### src/rtl/keccak_pkg.sv
// Shared definitions for the Keccak lane loader and its neighbours.
//   LANE_W    : bits per lane
//   NUM_LANES : lanes per state (5x5 matrix)
//   STATE_W   : bits per full state
//   state_t   : loader FSM encoding
//   lane_index: flat lane number for matrix coordinate (x, y)
package keccak_pkg;

  localparam int unsigned LANE_W    = 64;
  localparam int unsigned NUM_LANES = 25;
  localparam int unsigned STATE_W   = LANE_W * NUM_LANES;

  typedef enum logic [1:0] {
    StFill  = 2'd0,
    StStart = 2'd1,
    StWait  = 2'd2
  } state_t;

  // x runs fastest, then y.
  function automatic logic [4:0] lane_index(input int unsigned x, input int unsigned y);
    return 5'(x + 5 * y);
  endfunction

endpackage

### src/rtl/lane_state_loader.sv
// Assembles a Keccak state from a stream of 64-bit lanes and hands it to the
// permutation core.
//   clk, rst     : clock (rising edge), asynchronous active-high reset
//   in_valid     : source offers in_data this cycle
//   in_data      : lane value, index order x + 5*y
//   in_ready     : loader accepts a lane this cycle
//   state_out    : assembled state, lane i at [LANE_W*i +: LANE_W]
//   perm_start   : one-cycle start pulse to the permutation core
//   perm_done    : completion from the permutation core
//   busy         : permutation in flight (START and WAIT)
//   lane_idx     : index of the next lane to be written
//   blocks_done  : completed permutations, wrapping counter
module lane_state_loader #(
  parameter int unsigned LANE_W    = keccak_pkg::LANE_W,
  parameter int unsigned NUM_LANES = keccak_pkg::NUM_LANES,
  parameter int unsigned CNT_W     = 16
) (
  input  logic                        clk,
  input  logic                        rst,
  input  logic                        in_valid,
  input  logic [LANE_W-1:0]           in_data,
  output logic                        in_ready,
  output logic [LANE_W*NUM_LANES-1:0] state_out,
  output logic                        perm_start,
  input  logic                        perm_done,
  output logic                        busy,
  output logic [4:0]                  lane_idx,
  output logic [CNT_W-1:0]            blocks_done
);

  import keccak_pkg::*;

  state_t                             state_q, state_d;
  logic [NUM_LANES-1:0][LANE_W-1:0]   lanes_q, lanes_d;
  logic [4:0]                         idx_q, idx_d;
  logic [CNT_W-1:0]                   cnt_q, cnt_d;
  // Registered so that ready stays low while reset is held and rises on the
  // first edge after release.
  logic                               rdy_q, rdy_d;
  logic                               xfer;
  logic                               last_lane;

  assign xfer      = in_valid & rdy_q & (state_q == StFill);
  assign last_lane = (idx_q == 5'(NUM_LANES - 1));

  always_comb begin
    state_d = state_q;
    lanes_d = lanes_q;
    idx_d   = idx_q;
    cnt_d   = cnt_q;
    unique case (state_q)
      StFill: begin
        if (xfer) begin
          for (int i = 0; i < int'(NUM_LANES); i++) begin
            if (idx_q == 5'(i)) lanes_d[i] = in_data;
          end
          if (last_lane) begin
            idx_d   = 5'd0;
            state_d = StStart;
          end else begin
            idx_d = idx_q + 5'd1;
          end
        end
      end
      StStart: state_d = StWait;
      StWait: begin
        // Leaving on the first sampled done makes a held done count once.
        if (perm_done) begin
          cnt_d   = cnt_q + 1'b1;
          state_d = StFill;
        end
      end
      default: state_d = StFill;
    endcase
    rdy_d = (state_d == StFill);
  end

  always_ff @(posedge clk or posedge rst) begin
    if (rst) begin
      state_q <= StFill;
      lanes_q <= '0;
      idx_q   <= 5'd0;
      cnt_q   <= '0;
      rdy_q   <= 1'b0;
    end else begin
      state_q <= state_d;
      lanes_q <= lanes_d;
      idx_q   <= idx_d;
      cnt_q   <= cnt_d;
      rdy_q   <= rdy_d;
    end
  end

  assign in_ready    = rdy_q;
  assign state_out   = lanes_q;
  assign perm_start  = (state_q == StStart);
  assign busy        = (state_q != StFill);
  assign lane_idx    = idx_q;
  assign blocks_done = cnt_q;

endmodule

### config.mk
export PLATFORM = sky130hd
export DESIGN_NAME = lane_state_loader
export DESIGN_NICKNAME = d
export VERILOG_FILES = /design/src/rtl/keccak_pkg.sv /design/src/rtl/lane_state_loader.sv
export SDC_FILE = /design/constraint.sdc
export NUM_CORES = 2
export LEC_CHECK = 0
export ABC_AREA = 1
export BUFFER_PORTS_ARGS = -buffer_cell sky130_fd_sc_hd__buf_2
export CAP_MARGIN = 0
export CORE_AREA = 2 2 662 664
export DETAILED_ROUTE_END_ITERATION = 7
export DIE_AREA = 0 0 664 666
export PLACE_DENSITY_LB_ADDON = 0.2
export SLEW_MARGIN = 20
export SYNTH_ARGS = -nofsm -noshare
export SYNTH_HDL_FRONTEND = slang
export SYNTH_SLANG_ARGS = --single-unit
export TNS_END_PERCENT = 100
### constraint.sdc
create_clock -name clk -period 47.3 [get_ports clk]
set_input_delay 4.73 -clock clk [delete_from_list [all_inputs] [get_ports clk]]
set_output_delay 4.73 -clock clk [all_outputs]
set_load 0.02 [all_outputs]
==> flow_summary.ini <==
[run_status]
outcome = finished clean

[timing]
relSlewSlack_pct = 11.9
finalSetupViolCount = 0
tightest_slew_ns = 1.32
fin_worst_skew_ns = 0.0413
drv_slew = 0
fin_crit_sh_pct = 18.7
fin_setup_tns_ns = 0
fmax_mhz = 113
fin_crit_ns = 8.83
final_hold_viol_count = 0
rsz0062_at_grt = false

[logic_synthesis]
async_reset_ff_share_pct = 100
syn_nets = 5895
synthCells = 5821
yosysTopAreaCell = dfrtp_1
synth_top_area_share_pct = 69.0
synth.most_common_cell = dfrtp_1
yosys-top-cells-area = dfrtp_1 69%, o21ai_0 9.2%, nand2_1 8.9%, a21oi_1 4.4%, nor2_1 3.4%
ys_warn_count = 0
synthTopCellsByCount = 1624 x dfrtp_1, 1395 x nand2_1, 1086 x o21ai_0
synth_area_um2 = 58900
ys_ff_latch = 1624
synth_edf_count = 0
ys_seq_area_share_pct = 69.0
synth_cell_types = 26
syn_area_per_cell_um2 = 10.1
synth_ff_type = dfrtp_1

[route]
num_vias = 49200
wire_per_inst_um = 24.7
drcViolationCount = 0
viasPerCell = 3.70
drt_iter0_markers = 3722
firstDrtPassIters = 5
wl_um = 329000
ant_nets = 0

[worst_setup_path]
critPathKind = in2async
cp-start-kind = input pin
endpoint_kind = async pin
critical_path.max_fanout = 149
worstPathArrival_ns = 9.70
critPathRequiredTime_ns = 48.17

[grt]
grt_start_max_net_pins = 158
track_usage_pct = 14.2
first_global_vias = 48800
grt_antenna_before_repair = 67
overflow = 0
grt_pass1_wl_um = 439000

[die]
dieArea_um2 = 442000
start_util_pct = 13.5
fp.dieH_um = 666
core_um2 = 436000
die_w_um = 664
rows = 243
io_pins = 1692

[clock_tree]
cts_tree = yes
hold_buffers = 0
cts.sinks = 1624
clk_pin_slew_worst_paths_ns = 0.06
postCtsSetupRepairBufs = 0
worstSkewPairLatency_ns = 0.87
cts-resized-gates = 0
htree_levels = 4
root_buffer = clkbuf_16
cts_buffers = 202
clock_path_buffers = 4

[place]
place.gp.congestion = 0.801
dpl.hpwl_um = 232000
portBuffers = 1691

[pwr]
ir_drop_mv = 0.0381
powerDensity_nw_per_um2 = 79.7
p_leak_nw = 40.2
total_power_mw = 6.43

[min_path]
hp-class = reg2reg

[cells_and_area]
area_growth_pct = 37.0
nets = 7411
drive_above_1_share_pct = 29.5
n_fill_cell = 48900

[flow_run]
drv_cap = 0
==> where the power goes <==
group / total (mW) / leakage, nW / switching [mW] / internal (mW)
combinational: 2.50 / 15.9 / 1.82 / 0.681
sequential: 2.31 / 20.9 / 0.322 / 1.98
clock: 1.62 / 3.39 / 0.661 / 0.960
total: 6.43 / 40.2 / 2.80 / 3.63
==> critical path: stages <==
cell and delay [ns]:
buf_2 0.12, clkinvlp_4 0.08, buf_12 0.61, buf_4 0.82, buf_4 0.73, buf_4 0.73, buf_4 0.69, buf_4 0.83
==> placed cells by master, fill, tap and decap left out, types with 16 or more instances in the layout <==
| master | count |
|---|---|
| clkbuf_8 | 52 |
| nand2_1 | 1388 |
| buf_4 | 121 |
| clkinv_2 | 36 |
| clkbuf_1 | 40 |
| buf_2 | 1691 |
| nand3_1 | 18 |
| inv_1 | 41 |
| a21oi_1 | 513 |
| clkbuf_16 | 203 |
| bufinv_16 | 16 |
| diode_2 | 40 |
| dfrtp_1 | 1624 |
| o21ai_0 | 1086 |
| inv_2 | 33 |
| nor2_1 | 530 |
==> layout make-up <==
cell class                 instances  area [um^2]  area share (%)
sequential                      1624        40600            50.4
inverter                          91          350           0.435
antenna                           40          100           0.124
clock inverter                    71          945            1.17
clock buffer                     295         5950            7.37
multi-input combinational       3600        16000            19.8
tap                             5757         7200            8.93
timing repair buffer            1818         9490            11.8
==> flip-flops by register name, indices dropped and copies added, names as in the netlist <==
signal       flops
state_q          2
in_ready         1
blocks_done     16
lane_idx         5
state_out     1600
==> metrics by stage <==
step,hold WS (ns),instances,setup WS [ns],instance area (um^2),util [%]
2_1_floorplan,0.474,5821,20.06,58900,-
3_3_place_gp,0.460,12900,37.44,73600,16.9
3_5_place_dp,0.467,12900,37.31,73600,16.9
4_1_cts,0.482,13300,38.33,80500,18.5
5_1_grt,0.490,13300,37.80,80500,18.5
6_report,0.477,13300,38.47,80600,18.5
==> metal layers <==
layer | part of all wire, % | global-route usage [%]
met1 | 39 | 16.8
met2 | 48 | 24.2
met3 | 8.3 | 4.38
met4 | 4.1 | 5.43
met5 | 0.012 | 0
==> cell families (layout without fill, tap and decap cells) <==
| kind of cell | after synthesis | after routing | share of synthesized area (%) |
|---|---|---|---|
| other cells | 0 | 40 | 0 |
| buf+inv | 597 | 2275 | 4.24 |
| xor+xnor | 9 | 9 | 0.134 |
| compound gates | 1606 | 1606 | 13.7 |
| fa+ha+maj | 6 | 6 | 0.128 |
| simple gates | 1979 | 1979 | 12.8 |
| flops | 1624 | 1624 | 69.0 |
==> path summary, 6_finish.rpt <==
| kind | slack (ns) | startpoint | end | cells after the start |
|---|---|---|---|---|
| max | 38.47 | rst | state_out[97]$_DFFE_PP0P_ | 8 |
| max in group clk | 39.84 | in_valid | state_out[422]$_DFFE_PP0P_ | 10 |
| min reg2reg | 0.48 | state_out[780]$_DFFE_PP0P_ | state_out[780]$_DFFE_PP0P_ | 2 |
| min in group asynchronous | 4.17 | rst | state_out[830]$_DFFE_PP0P_ | 3 |
| max reg2reg | 43.25 | state_q[1]$_DFF_PP0_ | state_out[422]$_DFFE_PP0P_ | 8 |
| min | 0.48 | state_out[780]$_DFFE_PP0P_ | state_out[780]$_DFFE_PP0P_ | 2 |
No activity file was read; power rests on OpenSTA's default activity.
